## config.mk

```make
export PLATFORM = sky130hd
export DESIGN_NAME = count_sequencer
export DESIGN_NICKNAME = d
export VERILOG_FILES = /design/src/rtl/count_pkg.sv /design/src/rtl/count_core.sv /design/src/rtl/count_sequencer.sv
export SDC_FILE = /design/constraint.sdc
export NUM_CORES = 1
export LEC_CHECK = 0
export BUFFER_PORTS_ARGS = -buffer_cell sky130_fd_sc_hd__buf_2
export CORE_AREA = 2 2 41 43
export CTS_BUF_LIST = sky130_fd_sc_hd__clkbuf_8
export CTS_CLUSTER_DIAMETER = 120
export DETAILED_ROUTE_END_ITERATION = 10
export DIE_AREA = 0 0 43 45
export MAX_ROUTING_LAYER = met4
export PLACE_DENSITY_LB_ADDON = 0.08
export SLEW_MARGIN = 20
export SYNTH_ARGS = -nofsm -noshare
export SYNTH_HDL_FRONTEND = slang
export SYNTH_HIERARCHICAL = 1
export SYNTH_SLANG_ARGS = --single-unit
```

## constraint.sdc

```tcl
create_clock -name clk -period 2 [get_ports clk]
set_input_delay 0.2 -clock clk [delete_from_list [all_inputs] [get_ports clk]]
set_output_delay 0.2 -clock clk [all_outputs]
set_load 0.05 [all_outputs]
```

## src/rtl/count_pkg.sv

```systemverilog
// Shared definitions for the run-control counter sequencer: state encoding and default width.
package count_pkg;

    localparam int DEFAULT_WIDTH = 4;

    typedef enum logic [1:0] {
        ST_IDLE  = 2'd0,
        ST_RUN   = 2'd1,
        ST_PAUSE = 2'd2,
        ST_DONE  = 2'd3
    } state_e;

endpackage : count_pkg

```

## src/rtl/count_core.sv

```systemverilog
// WIDTH-bit up-counter register with synchronous clear and increment enable.
module count_core #(
    parameter int WIDTH = count_pkg::DEFAULT_WIDTH
) (
    input  logic             clk,
    input  logic             rst,
    input  logic             clr,
    input  logic             en,
    output logic [WIDTH-1:0] q
);

    logic [WIDTH-1:0] count_q;
    logic [WIDTH-1:0] count_d;

    always_comb begin
        count_d = count_q;
        if (clr) begin
            count_d = '0;
        end else if (en) begin
            count_d = count_q + WIDTH'(1);
        end
    end

    // NOTE: sequential state uses non-blocking assignments so every register samples pre-edge values.
    always_ff @(posedge clk) begin
        if (rst) begin
            count_q <= '0;
        end else begin
            count_q <= count_d;
        end
    end

    assign q = count_q;

endmodule : count_core

```

## src/rtl/count_sequencer.sv

```systemverilog
// Start/pause/clear/terminal-count sequencer wrapped around a count_core up-counter.
module count_sequencer
    import count_pkg::*;
#(
    parameter int WIDTH       = DEFAULT_WIDTH,
    parameter bit AUTO_RELOAD = 1'b0
) (
    input  logic             clk,
    input  logic             rst,
    input  logic             start,
    input  logic             pause,
    input  logic             clear,
    input  logic             tick,
    input  logic [WIDTH-1:0] limit,
    output logic [WIDTH-1:0] q,
    output logic [1:0]       state,
    output logic             busy,
    output logic             done
);

    state_e           state_q, state_d;
    logic [WIDTH-1:0] limit_q, limit_d;
    logic             done_q, done_d;
    logic             core_clr;
    logic             core_en;
    logic [WIDTH-1:0] count;

    count_core #(.WIDTH(WIDTH)) u_core (
        .clk (clk),
        .rst (rst),
        .clr (core_clr),
        .en  (core_en),
        .q   (count)
    );

    always_ff @(posedge clk) begin
        if (rst) begin
            state_q <= ST_IDLE;
            limit_q <= '0;
            done_q  <= 1'b0;
        end else begin
            state_q <= state_d;
            limit_q <= limit_d;
            done_q  <= done_d;
        end
    end

    // Priority is clear > pause > start > tick; a lower-priority input is dropped when a higher one acts.
    always_comb begin
        // NOTE: every comb output gets a default first so no path leaves it unassigned (no latches).
        state_d  = state_q;
        limit_d  = limit_q;
        done_d   = 1'b0;
        core_clr = 1'b0;
        core_en  = 1'b0;
        unique case (state_q)
            ST_IDLE: begin
                core_clr = 1'b1;
                if (!clear && start) begin
                    state_d = ST_RUN;
                    limit_d = limit;
                end
            end
            ST_RUN: begin
                if (clear) begin
                    state_d  = ST_IDLE;
                    core_clr = 1'b1;
                end else if (pause) begin
                    state_d = ST_PAUSE;
                end else if (start) begin
                    limit_d  = limit;
                    core_clr = 1'b1;
                end else if (tick) begin
                    if (count == limit_q) begin
                        done_d = 1'b1;
                        if (AUTO_RELOAD) core_clr = 1'b1;
                        else             state_d  = ST_DONE;
                    end else begin
                        core_en = 1'b1;
                    end
                end
            end
            ST_PAUSE: begin
                if (clear) begin
                    state_d  = ST_IDLE;
                    core_clr = 1'b1;
                end else if (!pause && start) begin
                    state_d = ST_RUN;
                end
            end
            ST_DONE: begin
                if (clear) begin
                    state_d  = ST_IDLE;
                    core_clr = 1'b1;
                end else if (start) begin
                    state_d  = ST_RUN;
                    limit_d  = limit;
                    core_clr = 1'b1;
                end
            end
            default: state_d = ST_IDLE;
        endcase
    end

    always_comb begin
        state = state_q;
        busy  = (state_q == ST_RUN);
        done  = done_q;
        q     = count;
    end

endmodule : count_sequencer

```

# Word-level counts from Yosys, hierarchy flattened
# Index checks and enable logic that the tools add are counted.
# totals
reg_bits	11
# op_classes
mux	30
add_sub_neg	1
bitwise_logic	2
eq_ne	13
reduce_logical	10
# op_table
operator	n
$mux W2	10
$mux W4	5
$mux W1	12
$pmux W4 S3	1
$ne A2 B2 Y1 const B	4
$ne A4 B4 Y1 const B	2
$pmux W2 S4	1
$ne A3 B3 Y1 const B	2
$reduce_and A6 Y1	1
$reduce_or A6 Y1	1
$reduce_and A5 Y1	1
$add A4 B1 Y4 const B	1
$eq A2 B2 Y1 const B	2
$eq A4 B4 Y1	1
$ne A4 B3 Y1 const B	1
$pmux W1 S4	1
$reduce_bool A3 Y1	1
$eq A2 B1 Y1 const B	1
$logic_and A1 B1 Y1	2
$logic_not A1 Y1	2
$logic_not A2 Y1	1
$not A1 Y1	2
$reduce_or A2 Y1	1

# Longest topological paths before layout
# Gate-level depths: netlist (run 1).
# logic_depth
word_depth	7
mapped_depth	6

# Modules after synthesis
# Netlist (run 1), hierarchy kept.
# modules_own_cells
mod	cells_each	area_per_inst_um2	n_inst
count_sequencer	49	447.9	1
count_core	17	177.7	1

# Least setup slack after synthesis (run 1)
# No wires, ideal clock.
# synth_path
path_kind	register -> register
from	register state_q[0], in the netlist state[0]
to	register u_core.count_q[3], in the netlist u_core/q[3]
t_arrival_ps	1994
path_stages_with_launch	7
setup_slack_ps	-118
path_buffers	1
cell_sequence	dfxtp_1 -> buf_2 -> nor4b_4 -> nand3b_2 -> nor2b_1 -> nand4_1 -> mux2_1
# synth_between
word_cells_on_any_way	7
classes_between	3 x eq/ne; 2 x mux; 2 x reduce/logical
# synth_rtl
element	line	text
start: declaration	count_sequencer.sv:21	state_e state_q, state_d;
start signal: assignment	count_sequencer.sv:42	state_q <= state_d;
$eq A2 B1 Y1	count_sequencer.sv:56	unique case (state_q)
$mux W1	count_sequencer.sv:56	
net core_en	count_sequencer.sv:25	logic core_en;
end signal: assignment	count_core.sv:29	count_q <= count_d;
end: declaration	count_core.sv:12	logic [WIDTH-1:0] count_q;
# The timed path passes the listed nets, and every way through them passes these cells.
# A chain may end at the register's enable or synchronous reset.

# Worst setup path in the final report (run 1)
# layout_path
from	register state_q[1], in the netlist state[1]
to	register u_core.count_q[3], in the netlist u_core/q[3]
# The elaborated chain is that of the path after synthesis.

==> flow_summary.json, run 1 <==
{
  "yosysTopAreaCell": "dfxtp_1",
  "cts.sinks": 11,
  "hold_path.class": "primary input to register",
  "grtUsageTotal": 0.154,
  "critPathLaunchType": "register",
  "via_per_inst": 5.36,
  "layout-drive-gt1-share": 0.314,
  "insertedDiodeCount": 0,
  "post_synth.cell_area_avg_um2": 9.48,
  "critPathKind": "register to register",
  "initial_utilization": 0.425,
  "port_buffers": 17,
  "drv_slew": 0,
  "r2r_cells": 5,
  "cp-end-kind": "register",
  "fin_crit_ns": 1.59,
  "cts_tree": "built",
  "place_inst": 98,
  "post_drt_wl_per_cell_um": 12.3,
  "grt_pass1_wl_um": 2100,
  "cp.required_ns": 2.12,
  "ir_drop_uv": 386,
  "grt-ovfl-total": 0,
  "power_frac_comb": 0.120,
  "post_cts_resized": 0,
  "clockBufferDepth": 2,
  "setup_slack_ns": 0.409,
  "vias": 547,
  "synthTopCellsByArea": "dfxtp_1 35%, xnor2_1 7.0%, nand4_1 6.0%",
  "switchingPower_uw": 124,
  "drt_first_pass_iters": 4,
  "ctsHoldBuffers": 0,
  "maxSlewHeadroom": 0.769,
  "htree_levels": 1,
  "syn_nets": 77,
  "cts_buffers": 3,
  "ff_latch_area_um2": 221,
  "status": "completed",
  "die_area_um2": 1940,
  "hold_viol": 0,
  "p_sw_frac": 0.243,
  "power.internal_uw": 385,
  "postCtsSetupBuffers": 0,
  "die_w_um": 43,
  "fin_crit_sh": 0.795,
  "power_frac_seq": 0.454,
  "routed_wl_um": 1250,
  "drt-initial-drc-count": 8,
  "placed_area_um2": 723,
  "die_h_um": 45,
  "multi_input_area_um2": 385,
  "stdcell_area_um2": 768,
  "final_nets": 98,
  "syn-instance-count": 66,
  "synthArstFlopShare": 0,
  "fin_setup_tns_ns": 0,
  "clock.fmax_ghz": 0.629,
  "ant_nets": 0,
  "worstReg2RegEnd": "u_core/q[3]",
  "syn_to_final_growth_pct": 22.8,
  "pre_cts_ws_ns": 0.401,
  "cellPowerDensity_nw_per_um2": 663,
  "p_clk_frac": 0.426,
  "maxCapViolations": 0,
  "rsz0062_at_grt": "no",
  "drc": 0,
  "gp_congestion": 0.780,
  "ys_types": 32,
  "hold_depth": 3,
  "hold_start": "limit[2]",
  "clock-skew-final_ns": 0.00232,
  "ios": 18,
  "p_leak_nw": 0.319,
  "reg2reg_setup_slack_ns": 0.41,
  "grt_max_degree": 12,
  "setup_viol": 0,
  "num_rows": 14,
  "cp.arrival_ns": 1.71,
  "hpwl_um": 965,
  "crit_fanout": 11,
  "reg2reg_from": "state[1]",
  "grt_pass1_vias": 503,
  "synth_seq_cells": 11,
  "synth-edff-count": 0,
  "yosysWarnings": 6,
  "layoutNonFillerInstCount": 102,
  "path_clk_slew_ns": 0.05,
  "worstSkewPairLatency_ns": 0.23,
  "whs_endpoint": "limit_q[2]",
  "core_area_um2": 1470,
  "synthFlopType": "dfxtp_1",
  "synth_seq_area_share": 0.352,
  "tightest_slew_ns": 0.346,
  "nFillCells": 155,
  "antenna_found_initial": 0,
  "root_buffer": "clkbuf_8",
  "syn_area_um2": 626,
  "netlist.area_leader.share": 0.352
}
-- registers in the layout, summed over array words and instances (netlist names) --
name and flops:
done 1, state 2, limit_q 4, u_core/q 4
-- critical path, stage by stage, from the launching register on --
cell and delay [ns]:
dfxtp_1 0.41, nor4b_4 0.37, nand3b_2 0.12, nor2b_1 0.15
nand4_1 0.11, mux2_1 0.31
-- power groups by stage --
stage	sequential (mW)	combinational, mW	clock [mW]
floorplan	0.238	0.0364	0
global placement	0.236	0.0611	0
detailed placement	0.236	0.0608	0
CTS	0.231	0.0614	0.225
global route	0.232	0.0666	0.235
finish	0.231	0.0609	0.217
-- stage by stage --
step                power [mW]  hold WS (ns)   util
floorplan                0.274         0.269      -
global placement         0.297         0.470  0.491
detailed placement       0.297         0.474  0.491
CTS                      0.517         0.226  0.522
global route             0.533         0.228  0.522
finish                   0.509         0.228  0.522
-- layout make-up --
type | instances | area share
Sequential cell | 11 | 0.288
Clock inverter | 1 | 0.00489
Clock buffer | 3 | 0.0537
Tap cell | 16 | 0.0261
Timing Repair Buffer | 18 | 0.121
Multi-Input combinational cell | 52 | 0.502
Inverter | 1 | 0.00489
-- how the worst max path moves through the flow --
stage / start / cells past startpoint / to
6_report: state[1] / 5 / u_core/q[3]
5_1_grt: state[1] / 4 / u_core/q[2]
4_1_cts: state[1] / 5 / u_core/q[3]
3_5_place_dp: state[1] / 5 / u_core/q[3]
3_3_place_gp: state[1] / 5 / u_core/q[3]
2_1_floorplan: state[1] / 6 / u_core/q[3]
-- Yosys cell counts (2+ instances only) --
library cell   n
a21oi_1        6
dfxtp_1       11
nand2b_1       2
nand3b_1       2
nand4_1        6
nor2_1         3
nor2b_1        4
o31ai_1        4
xnor2_1        5
-- cell usage in the layout (no fill, tap or decap), types with 2 or more instances in the layout --
cell type	instances
a21oi_1	6
buf_2	17
clkbuf_8	3
dfxtp_1	10
inv_1	2
nand2b_1	2
nand3b_1	2
nand4_1	6
nor2_1	3
nor2b_1	4
o31ai_1	4
xnor2_1	5
-- routing by layer --
layer | share of wire | global-route usage | routed length [um] | vias to the layer above
met1 | 0.47 | 0.181 | 589 | 244
met3 | 0.061 | 0.0360 | 76 | 2
met2 | 0.46 | 0.242 | 575 | 17
met5 | 0 | - | 0 | -
met4 | 0.0072 | 0.0909 | 9 | 0
li1 | - | - | - | 284
-- kinds of logic after synthesis --
family,Yosys count,synth area share
adders and majority gates,1,0.0200
xor gates and xnor gates,5,0.0700
buffers and inverters,3,0.0320
and+or+nand+nor,27,0.306
AOI/OAI and AO/OA,17,0.186
muxes,2,0.0340
DFF,11,0.352
No activity file was read; power rests on OpenSTA's default activity.
==> inputs of run 2 (changes only) <==
- clock period: 2 -> 1.35 ns (I/O delays scaled with it)
==> flow_summary.json, run 2 (same netlist as run 1, synthesis figures left out) <==
{
  "status": "complete, but fails checks",
  "reg2reg_from": "state[1]",
  "drt_first_pass_iters": 3,
  "ant_nets": 0,
  "grt_pass1_wl_um": 2420,
  "fin_crit_sh": 1.05,
  "crit_end": "u_core/q[3]",
  "r2r_cells": 5,
  "die_w_um": 43,
  "post_drt_wl_per_cell_um": 12.3,
  "drc": 0,
  "cp.arrival_ns": 1.54,
  "setup_viol": 2,
  "drt-initial-drc-count": 4,
  "drv_slew": 0,
  "place_inst": 108,
  "root_buffer": "clkbuf_8",
  "cp.required_ns": 1.48,
  "nFillCells": 127,
  "cellPowerDensity_nw_per_um2": 845,
  "multi_input_area_um2": 432,
  "grt_pass1_vias": 572,
  "startpoint": "state[1]",
  "clock-skew-final_ns": 0.00384,
  "final_common_cell": "buf_2",
  "syn_to_final_growth_pct": 47.4,
  "cts.sinks": 11,
  "cts_tree": "built",
  "clock.fmax_ghz": 0.707,
  "rsz0062_at_grt": "yes",
  "num_rows": 14,
  "initial_utilization": 0.425,
  "via_per_inst": 5.11,
  "die_area_um2": 1940,
  "layout-drive-gt1-share": 0.531,
  "violations": "setup timing",
  "mostFrequentLayoutCells": "17 x buf_2, 13 x buf_4, 6 x nand4_1, 5 x a21oi_1",
  "layoutNonFillerInstCount": 114,
  "ir_drop_uv": 430,
  "die_h_um": 45,
  "vias": 582,
  "path_clk_slew_ns": 0.05,
  "hpwl_um": 1070,
  "maxSlewHeadroom": 0.806,
  "clockBufferDepth": 2,
  "maxCapViolations": 0,
  "final_nets": 110,
  "htree_levels": 1,
  "fin_crit_ns": 1.42,
  "cp-end-kind": "register",
  "crit_fanout": 4,
  "insertedDiodeCount": 0,
  "grtUsageTotal": 0.175,
  "reg2reg_setup_slack_ns": -0.07,
  "ios": 18,
  "critPathLaunchType": "register",
  "ff_latch_area_um2": 239,
  "hold_path.class": "primary input to register",
  "core_area_um2": 1470,
  "grt_max_degree": 11,
  "routed_wl_um": 1400,
  "critPathKind": "register to register",
  "worstSkewPairLatency_ns": 0.24,
  "gp_congestion": 0.775,
  "pre_cts_ws_ns": -0.0642,
  "cts_buffers": 3,
  "tightest_slew_ns": 0.290,
  "hold_viol": 0,
  "port_buffers": 17,
  "p_leak_nw": 0.412,
  "antenna_found_initial": 0,
  "total_power_uw": 779,
  "setup_slack_ns": -0.0653,
  "grt-ovfl-total": 0,
  "worstReg2RegEnd": "u_core/q[3]"
}
[run 2: per-layer routing]
metal	part of all wire	wire [um]	global-route usage
met5	0	0	-
met4	0.0064	9	0.0545
met3	0.052	73	0.0600
met2	0.47	659	0.297
met1	0.47	657	0.195
[run 2: critical path, stage by stage (launching register included)]
cell and delay (ns):
dfxtp_4 0.35, nor4b_4 0.29, nand3b_4 0.12, nor2b_4 0.12, nand4_1 0.11, mux2_4 0.31
[run 2: power by group]
part	switching, mW	internal (mW)	total, mW
Clock	0.123	0.200	0.322
Combinational	0.0624	0.0603	0.123
Sequential	0.00674	0.327	0.334
Total	0.192	0.587	0.779
[run 2: worst min path at each step]
stage	depth (start not counted)	startpoint	endpoint	slack (ns)
3_3_place_gp	3	limit[3]	limit_q[3]	0.40
5_1_grt	3	limit[3]	limit_q[3]	0.15
2_1_floorplan	1	clear	state[0]	0.20
3_5_place_dp	3	limit[0]	limit_q[0]	0.41
4_1_cts	3	limit[0]	limit_q[0]	0.15
6_report	3	limit[3]	limit_q[3]	0.15
[run 2: repair_timing]
action                     in CTS  in global routing
setup endpoints to repair       4                  4
pin swaps                       1                  2
hold buffers                    0                  0
setup buffers                   1                  1
resized for setup               1                 10
[run 2: final cells by class]
cell class | count | area share
clock inverters | 1 | 0.00407
inverters | 1 | 0.00407
clock buffers | 3 | 0.0448
flip-flops and latches | 11 | 0.259
multi-input cells | 52 | 0.468
well taps | 16 | 0.0217
repair buffers | 30 | 0.198
[run 2: per-stage QoR]
stage | hold WS (ns) | TNS [ns] | area (um^2) | util
floorplan | 0.203 | -0.719 | 662 | -
global placement | 0.402 | -0.0756 | 827 | 0.562
detailed placement | 0.406 | -0.152 | 827 | 0.562
CTS | 0.153 | -0.0948 | 880 | 0.598
global route | 0.152 | -0.286 | 922 | 0.627
finish | 0.151 | -0.0702 | 922 | 0.627
